$ cat src/rtl/vga_pkg.sv
// Shared VGA definitions: the pattern mode encoding and helpers that derive
// line/frame totals and sync windows from the porch parameters.
package vga_pkg;

    typedef enum logic [1:0] {
        MODE_SOLID    = 2'd0,
        MODE_BARS     = 2'd1,
        MODE_CHECKER  = 2'd2,
        MODE_GRADIENT = 2'd3
    } mode_e;

    function automatic int line_total(input int vis, input int fp, input int sync, input int bp);
        return vis + fp + sync + bp;
    endfunction

    function automatic int sync_start(input int vis, input int fp);
        return vis + fp;
    endfunction

    function automatic int sync_end(input int vis, input int fp, input int sync);
        return vis + fp + sync;
    endfunction

endpackage

$ cat src/rtl/vga_timing.sv
// Raster timing: pixel/line/frame counters plus combinational decode of the
// sync windows, the visible region and the top-left pixel of a frame.
module vga_timing
    import vga_pkg::*;
#(
    parameter int H_VIS_AREA_PXL    = 32'sd800,
    parameter int H_FRONT_PORCH_PXL = 32'sd40,
    parameter int H_SYNC_PULSE_PXL  = 32'sd128,
    parameter int H_BACK_PORCH_PXL  = 32'sd88,
    parameter int H_NUM_BITS        = 32'sd11,
    parameter int V_VIS_AREA_PXL    = 32'sd600,
    parameter int V_FRONT_PORCH_PXL = 32'sd1,
    parameter int V_SYNC_PULSE_PXL  = 32'sd4,
    parameter int V_BACK_PORCH_PXL  = 32'sd23,
    parameter int V_NUM_BITS        = 32'sd10
) (
    input  logic                  clk,
    input  logic                  resetn,
    output logic [H_NUM_BITS-1:0] h_cnt,
    output logic [V_NUM_BITS-1:0] v_cnt,
    output logic [7:0]            frame_cnt,
    output logic                  h_sync_act,
    output logic                  v_sync_act,
    output logic                  visible,
    output logic                  frame_first
);

    localparam int H_TOT_C = line_total(H_VIS_AREA_PXL, H_FRONT_PORCH_PXL, H_SYNC_PULSE_PXL, H_BACK_PORCH_PXL);
    localparam int V_TOT_C = line_total(V_VIS_AREA_PXL, V_FRONT_PORCH_PXL, V_SYNC_PULSE_PXL, V_BACK_PORCH_PXL);
    localparam int H_SS_C  = sync_start(H_VIS_AREA_PXL, H_FRONT_PORCH_PXL);
    localparam int H_SE_C  = sync_end(H_VIS_AREA_PXL, H_FRONT_PORCH_PXL, H_SYNC_PULSE_PXL);
    localparam int V_SS_C  = sync_start(V_VIS_AREA_PXL, V_FRONT_PORCH_PXL);
    localparam int V_SE_C  = sync_end(V_VIS_AREA_PXL, V_FRONT_PORCH_PXL, V_SYNC_PULSE_PXL);

    logic [H_NUM_BITS-1:0] h_cnt_r;
    logic [V_NUM_BITS-1:0] v_cnt_r;
    logic [7:0]            frame_cnt_r;
    logic [31:0]           h_pos_s;
    logic [31:0]           v_pos_s;
    logic                  h_wrap_s;
    logic                  v_wrap_s;

    // Positions widened to 32 bits so window bounds never overflow the counter width.
    assign h_pos_s  = 32'(h_cnt_r);
    assign v_pos_s  = 32'(v_cnt_r);
    assign h_wrap_s = (h_pos_s == 32'(H_TOT_C - 32'sd1));
    assign v_wrap_s = (v_pos_s == 32'(V_TOT_C - 32'sd1));

    // Advance pixel, line and frame counters in raster order.
    always_ff @(posedge clk or negedge resetn) begin
        if (!resetn) begin
            h_cnt_r     <= '0;
            v_cnt_r     <= '0;
            frame_cnt_r <= 8'd0;
        end else if (h_wrap_s) begin
            h_cnt_r <= '0;
            if (v_wrap_s) begin
                v_cnt_r     <= '0;
                frame_cnt_r <= frame_cnt_r + 8'd1;
            end else begin
                v_cnt_r <= v_cnt_r + V_NUM_BITS'(1'b1);
            end
        end else begin
            h_cnt_r <= h_cnt_r + H_NUM_BITS'(1'b1);
        end
    end

    assign h_cnt       = h_cnt_r;
    assign v_cnt       = v_cnt_r;
    assign frame_cnt   = frame_cnt_r;
    assign h_sync_act  = (h_pos_s >= 32'(H_SS_C)) && (h_pos_s < 32'(H_SE_C));
    assign v_sync_act  = (v_pos_s >= 32'(V_SS_C)) && (v_pos_s < 32'(V_SE_C));
    assign visible     = (h_pos_s < 32'(H_VIS_AREA_PXL)) && (v_pos_s < 32'(V_VIS_AREA_PXL));
    assign frame_first = (h_pos_s == 32'd0) && (v_pos_s == 32'd0);

endmodule

$ cat src/rtl/vga_pattern_gen.sv
// Test-pattern source: solid colour, colour bars, checkerboard and scrolling
// gradient, with pixel data, syncs and frame marker registered together.
module vga_pattern_gen
    import vga_pkg::*;
#(
    parameter int   H_VIS_AREA_PXL    = 32'sd800,
    parameter int   H_FRONT_PORCH_PXL = 32'sd40,
    parameter int   H_SYNC_PULSE_PXL  = 32'sd128,
    parameter int   H_BACK_PORCH_PXL  = 32'sd88,
    parameter int   H_NUM_BITS        = 32'sd11,
    parameter int   V_VIS_AREA_PXL    = 32'sd600,
    parameter int   V_FRONT_PORCH_PXL = 32'sd1,
    parameter int   V_SYNC_PULSE_PXL  = 32'sd4,
    parameter int   V_BACK_PORCH_PXL  = 32'sd23,
    parameter int   V_NUM_BITS        = 32'sd10,
    parameter int   CHANNEL_BITS      = 32'sd4,
    parameter logic H_SYNC_POL        = 1'b1,
    parameter logic V_SYNC_POL        = 1'b1
) (
    input  logic                      clk,
    input  logic                      resetn,
    input  logic [1:0]                mode,
    input  logic [3*CHANNEL_BITS-1:0] color,
    output logic [CHANNEL_BITS-1:0]   red,
    output logic [CHANNEL_BITS-1:0]   green,
    output logic [CHANNEL_BITS-1:0]   blue,
    output logic                      h_sync,
    output logic                      v_sync,
    output logic                      frame_start
);

    localparam int BAR_W_C = H_VIS_AREA_PXL / 32'sd8;
    localparam int CB      = CHANNEL_BITS;

    logic [H_NUM_BITS-1:0] h_cnt_s;
    logic [V_NUM_BITS-1:0] v_cnt_s;
    logic [7:0]            frame_cnt_s;
    logic                  h_sync_act_s;
    logic                  v_sync_act_s;
    logic                  visible_s;
    logic                  frame_first_s;
    logic [31:0]           h_pos_s;
    logic [31:0]           v_pos_s;
    logic                  cell_odd_s;
    logic [2:0]            bar_s;
    mode_e                 mode_r;
    mode_e                 mode_s;
    logic [3*CB-1:0]       color_r;
    logic [3*CB-1:0]       color_s;
    logic [3*CB-1:0]       pix_s;

    vga_timing #(
        .H_VIS_AREA_PXL    (H_VIS_AREA_PXL),
        .H_FRONT_PORCH_PXL (H_FRONT_PORCH_PXL),
        .H_SYNC_PULSE_PXL  (H_SYNC_PULSE_PXL),
        .H_BACK_PORCH_PXL  (H_BACK_PORCH_PXL),
        .H_NUM_BITS        (H_NUM_BITS),
        .V_VIS_AREA_PXL    (V_VIS_AREA_PXL),
        .V_FRONT_PORCH_PXL (V_FRONT_PORCH_PXL),
        .V_SYNC_PULSE_PXL  (V_SYNC_PULSE_PXL),
        .V_BACK_PORCH_PXL  (V_BACK_PORCH_PXL),
        .V_NUM_BITS        (V_NUM_BITS)
    ) u_timing (
        .clk         (clk),
        .resetn      (resetn),
        .h_cnt       (h_cnt_s),
        .v_cnt       (v_cnt_s),
        .frame_cnt   (frame_cnt_s),
        .h_sync_act  (h_sync_act_s),
        .v_sync_act  (v_sync_act_s),
        .visible     (visible_s),
        .frame_first (frame_first_s)
    );

    assign h_pos_s    = 32'(h_cnt_s);
    assign v_pos_s    = 32'(v_cnt_s);
    assign cell_odd_s = ((h_pos_s & 32'd32) != (v_pos_s & 32'd32));

    // Capture the pattern selection once per frame, at the top-left pixel.
    always_ff @(posedge clk or negedge resetn) begin
        if (!resetn) begin
            mode_r  <= MODE_SOLID;
            color_r <= '0;
        end else if (frame_first_s) begin
            mode_r  <= mode_s;
            color_r <= color_s;
        end else begin
            mode_r  <= mode_r;
            color_r <= color_r;
        end
    end

    // The top-left pixel already renders with the selection being captured.
    always_comb begin
        mode_s  = mode_r;
        color_s = color_r;
        if (frame_first_s) begin
            mode_s  = mode_e'(mode);
            color_s = color;
        end else begin
            mode_s  = mode_r;
            color_s = color_r;
        end
    end

    // Pixel colour for the current raster position; blanking forces black.
    always_comb begin
        bar_s = 3'd0;
        pix_s = '0;
        for (int b = 1; b < 8; b++) begin
            bar_s = (h_pos_s >= 32'(b * BAR_W_C)) ? 3'(b) : bar_s;
        end
        if (visible_s) begin
            case (mode_s)
                MODE_SOLID:    pix_s = color_s;
                MODE_BARS:     pix_s = {{CB{bar_s[2]}}, {CB{bar_s[1]}}, {CB{bar_s[0]}}};
                MODE_CHECKER:  pix_s = cell_odd_s ? ~color_s : color_s;
                // Gradient sum wraps at the counter width so the ramp scrolls.
                MODE_GRADIENT: pix_s = {CB'((h_cnt_s + H_NUM_BITS'(frame_cnt_s)) >> (H_NUM_BITS - CB)),
                                        v_cnt_s[V_NUM_BITS-1 -: CB],
                                        color_s[CB-1:0]};
                default:       pix_s = '0;
            endcase
        end else begin
            pix_s = '0;
        end
    end

    // Register pixel data and keep syncs and the frame marker aligned with it.
    always_ff @(posedge clk or negedge resetn) begin
        if (!resetn) begin
            red         <= '0;
            green       <= '0;
            blue        <= '0;
            h_sync      <= ~H_SYNC_POL;
            v_sync      <= ~V_SYNC_POL;
            frame_start <= 1'b0;
        end else begin
            red         <= pix_s[3*CB-1 -: CB];
            green       <= pix_s[2*CB-1 -: CB];
            blue        <= pix_s[CB-1:0];
            h_sync      <= h_sync_act_s ? H_SYNC_POL : ~H_SYNC_POL;
            v_sync      <= v_sync_act_s ? V_SYNC_POL : ~V_SYNC_POL;
            frame_start <= frame_first_s & visible_s;
        end
    end

endmodule

$ cat config.mk
export PLATFORM = sky130hd
export DESIGN_NAME = vga_pattern_gen
export DESIGN_NICKNAME = d
export VERILOG_FILES = /design/src/rtl/vga_pkg.sv /design/src/rtl/vga_timing.sv /design/src/rtl/vga_pattern_gen.sv
export SDC_FILE = /design/constraint.sdc
export NUM_CORES = 1
export LEC_CHECK = 0
export BUFFER_PORTS_ARGS = -buffer_cell sky130_fd_sc_hd__buf_2
export CAP_MARGIN = 10
export CORE_MARGIN = 10
export CORE_UTILIZATION = 49
export DETAILED_ROUTE_END_ITERATION = 8
export PLACE_DENSITY = 0.64
export SYNTH_ARGS = -nofsm -noshare
export SYNTH_HDL_FRONTEND = slang
export SYNTH_SLANG_ARGS = --single-unit
$ cat constraint.sdc
create_clock -name clk -period 5.4 [get_ports clk]
set_clock_uncertainty 0.2 [all_clocks]
set_input_delay 0.54 -clock clk [delete_from_list [all_inputs] [get_ports clk]]
set_output_delay 0.54 -clock clk [all_outputs]
set_load 0.03 [all_outputs]
==> results.sh <==
export IMPL_worst_slew_pin_transition_ns=0.7494
export IMPL_globalRoute_totalOverflow=0
export IMPL_clock_tree_buffer_depth=2
export IMPL_layout_cell_share_with_drive_strength_beyond_1=0.1671
export IMPL_worst_r2r_setup_slack_ns=2.21
export IMPL_tritoncts="built"
export IMPL_finalWeightedCongestion=0.8042
export IMPL_leakage_uw=0.001778
export IMPL_cp_required_ns=5.45
export IMPL_layout_cells_most_common="dfrtp_1"
export IMPL_numPlacedInstances=497
export IMPL_syn2layout_area_growth_pct=11.35
export IMPL_first_global_vias=2819
export IMPL_path_buf_inv=0
export IMPL_cts_buffers=9
export IMPL_synth_cell_area_mm2=0.003582
export IMPL_synthesis_yosys_warnings=0
export IMPL_drcViolationCount=0
export IMPL_final_instance_count_excl_fill=512
export IMPL_max_cap_viol_count=0
export IMPL_cpLargestDelayFamily="simple AND/OR/NAND/NOR gates"
export IMPL_io_pins=31
export IMPL_synth_edff_count=0
export IMPL_timing_hold_worst_class="input port to async pin"
export IMPL_clock_latency_ns=0.34
export IMPL_routedWlPerCell_um=16.03
export IMPL_mapped_nets=418
export IMPL_path_cells="or4_1 > or3_4 > nor2_8 > mux2i_1 > o2111ai_1 > a31oi_1"
export IMPL_drt_antenna_violating_nets=0
export IMPL_holdBufCountCts=0
export IMPL_insertedDiodeCount=0
export IMPL_grt_total_usage=0.1517
export IMPL_hold_violation_count_in_the_final_report=0
export IMPL_antenna_found_initial=0
export IMPL_critical_path_cell_count=6
export IMPL_cts_num_sinks=58
export IMPL_capture_point_of_the_worst_path="red[2]"
export IMPL_grt_first_pass_wirelength_mm=14.01
export IMPL_timing_fmax_ghz=0.3139
export IMPL_worst_setup_sp_type="register"
export IMPL_post_synth_and_or_nand_nor_area_fraction=0.2354
export IMPL_power_density_mw_per_mm2=238.0
export IMPL_asyncSetResetFlopFracSynth=1.000
export IMPL_crit_path_max_incr_delay_ns=0.59
export IMPL_path_max_fanout=26
export IMPL_cts_repair_timing_setup_buffer_count=0
export IMPL_detailroute_via_count=2869
export IMPL_die_width_um=105.5
export IMPL_postSynthCellCount=388
export IMPL_crit_start="u_timing.h_cnt[5]"
export IMPL_numPortBuffers=30
export IMPL_cp_slowest_cell="or4_1"
export IMPL_dr_pass1_iters=4
export IMPL_syn_mean_instance_area_um2=9.232
export IMPL_final_net_count=439
export IMPL_grt_setup_unrepaired="false"
export IMPL_cts_resized_gates=0
export IMPL_cts_root_buffer="clkbuf_8"
export IMPL_synth_seq_cells=58
export IMPL_worst_slew_margin_rel=0.4939
export IMPL_yosys_mux_area_fraction=0.03563
export IMPL_netlist_cell_type_count=52
export IMPL_timing_final_setup_violations=0
export IMPL_arrival_time_of_the_worst_setup_path_ns=3.24
export IMPL_core_mm2=0.007176
export IMPL_critical_path_endpoint_type="register"
export IMPL_timing_final_crit_period_ns=3.186
export IMPL_htreeDepth=3
export IMPL_dpl_hpwl_mm=5.743
export IMPL_routed_wirelength_mm=8.205
export IMPL_synth_fa_ha_area_frac=0.04890
export IMPL_status="completed"
export IMPL_placementRows=31
export IMPL_timing_max_transition_violations_final=0
export IMPL_irDropWorstVdd_mv=0.1140
export IMPL_dr_first_iter_drc_count=93
export IMPL_vias_per_cell=5.604
export IMPL_layout_common_cells="dfrtp_1 (58), nand2_1 (50), buf_2 (30)"
export IMPL_criticalPathCategory="register to register"
export IMPL_area_fraction_in_compound_gates_after_synthesis=0.1446
export IMPL_critical_path_reg2reg_endpoint="red[2]"
export IMPL_totalNegativeSetupSlack_ns=0
export IMPL_worst_r2r_startpoint="u_timing.h_cnt[5]"
export IMPL_cts_reportedPaths_clkPinSlew_ns=0.06
export IMPL_grt_max_degree=59
export IMPL_dieArea_mm2=0.01113
export IMPL_seq_area_frac_synth=0.4052
export IMPL_ys_flop_type="dfrtp_1"
export IMPL_fraction_of_the_cycle_the_final_worst_path_needs=0.5899
export IMPL_initial_utilization=0.4992
export IMPL_die_y_um=105.5
export IMPL_dominant_combinational_cell_family_by_area_after_synthesis="simple AND/OR/NAND/NOR gates"
export IMPL_r2r_worst_path_cells=6
export IMPL_yosys_area_share_xor_xnor=0.09291
-- where the power goes --
part / total (uW) / switching, uW / internal (uW) / leakage [uW]
Clock: 415 / 168 / 248 / 0.000106
Sequential: 455 / 8.33 / 447 / 0.000744
Combinational: 78.6 / 50.8 / 27.8 / 0.000928
Total: 949 / 227 / 723 / 0.00178
-- per-layer routing --
layer | track usage | wire length, um | vias to the layer above
met3 | 0.03228 | 270 | 11
met4 | 0.06093 | 134 | 0
met1 | 0.1937 | 3937 | 1368
met2 | 0.2449 | 3863 | 50
met5 | 0 | 0 | -
li1 | - | - | 1440
-- sequential cells by signal (all words and copies together) (netlist names) --
name	count
frame_start	1
color_r	12
mode_r	2
h_sync	1
green	4
u_timing.frame_cnt	8
v_sync	1
u_timing.v_cnt	10
u_timing.h_cnt	11
blue	4
red	4
-- cell usage after synthesis, types with 7 or more instances --
library cell	instances	area, um2
dfrtp_1	58	1451
nand2_1	50	187.7
a21oi_1	21	105.1
xnor2_1	19	166.4
xor2_1	19	166.4
nand3_1	16	80.08
nor2_1	15	56.30
o21ai_0	15	75.07
ha_1	14	175.2
or3_1	14	87.58
clkbuf_1	12	45.04
o311ai_1	12	105.1
a31oi_1	9	56.30
nand4_1	9	56.30
nor2b_1	9	56.30
inv_1	7	26.28
-- worst register-to-register path, delay by kind of cell, from the launching register on --
family             cells  cell delay (ns)
and+or+nand+nor        3             1.35
AOI/OAI and AO/OA      2             0.41
muxes                  1             0.59
DFF                    1             0.55
-- logic make-up after synthesis --
group           Yosys count
buf+inv                  30
mux                      12
xor+xnor                 38
compound gates           81
simple gates            155
fa+ha+maj                14
flops                    58
-- worst min-delay path by stage --
stage	from	to	slack, ns
2_1_floorplan	resetn	blue[0]	0.04
3_3_place_gp	u_timing.frame_cnt[7]	u_timing.frame_cnt[7]	0.28
3_5_place_dp	u_timing.frame_cnt[7]	u_timing.frame_cnt[7]	0.28
4_1_cts	resetn	color_r[5]	0.18
5_1_grt	resetn	green[0]	0.22
6_report	resetn	color_r[4]	0.14
-- cell type report --
| class | instances | area, um2 |
|---|---|---|
| fill | 660 | 3187 |
| clock inverter | 2 | 35.03 |
| tap | 99 | 123.9 |
| sequential | 58 | 1451 |
| multi-input combinational | 300 | 2011 |
| clock buffer | 13 | 168.9 |
| inverter | 7 | 26.28 |
| timing repair buffer | 33 | 172.7 |
-- through the flow --
stage | setup WS, ns | cell area [um2] | utilization | hold slack (ns) | power (uW)
6_report | 2.214 | 3989 | 0.5559 | 0.1375 | 949.4
5_1_grt | 1.953 | 3989 | 0.5559 | 0.2237 | 990.3
4_1_cts | 2.212 | 3989 | 0.5559 | 0.1775 | 962.9
3_5_place_dp | 2.240 | 3785 | 0.5275 | 0.2804 | 543.3
3_3_place_gp | 2.304 | 3785 | 0.5275 | 0.2768 | 542.2
2_1_floorplan | 2.849 | 3582 | - | 0.04441 | 508.8
(Power assumes the default switching activity.)
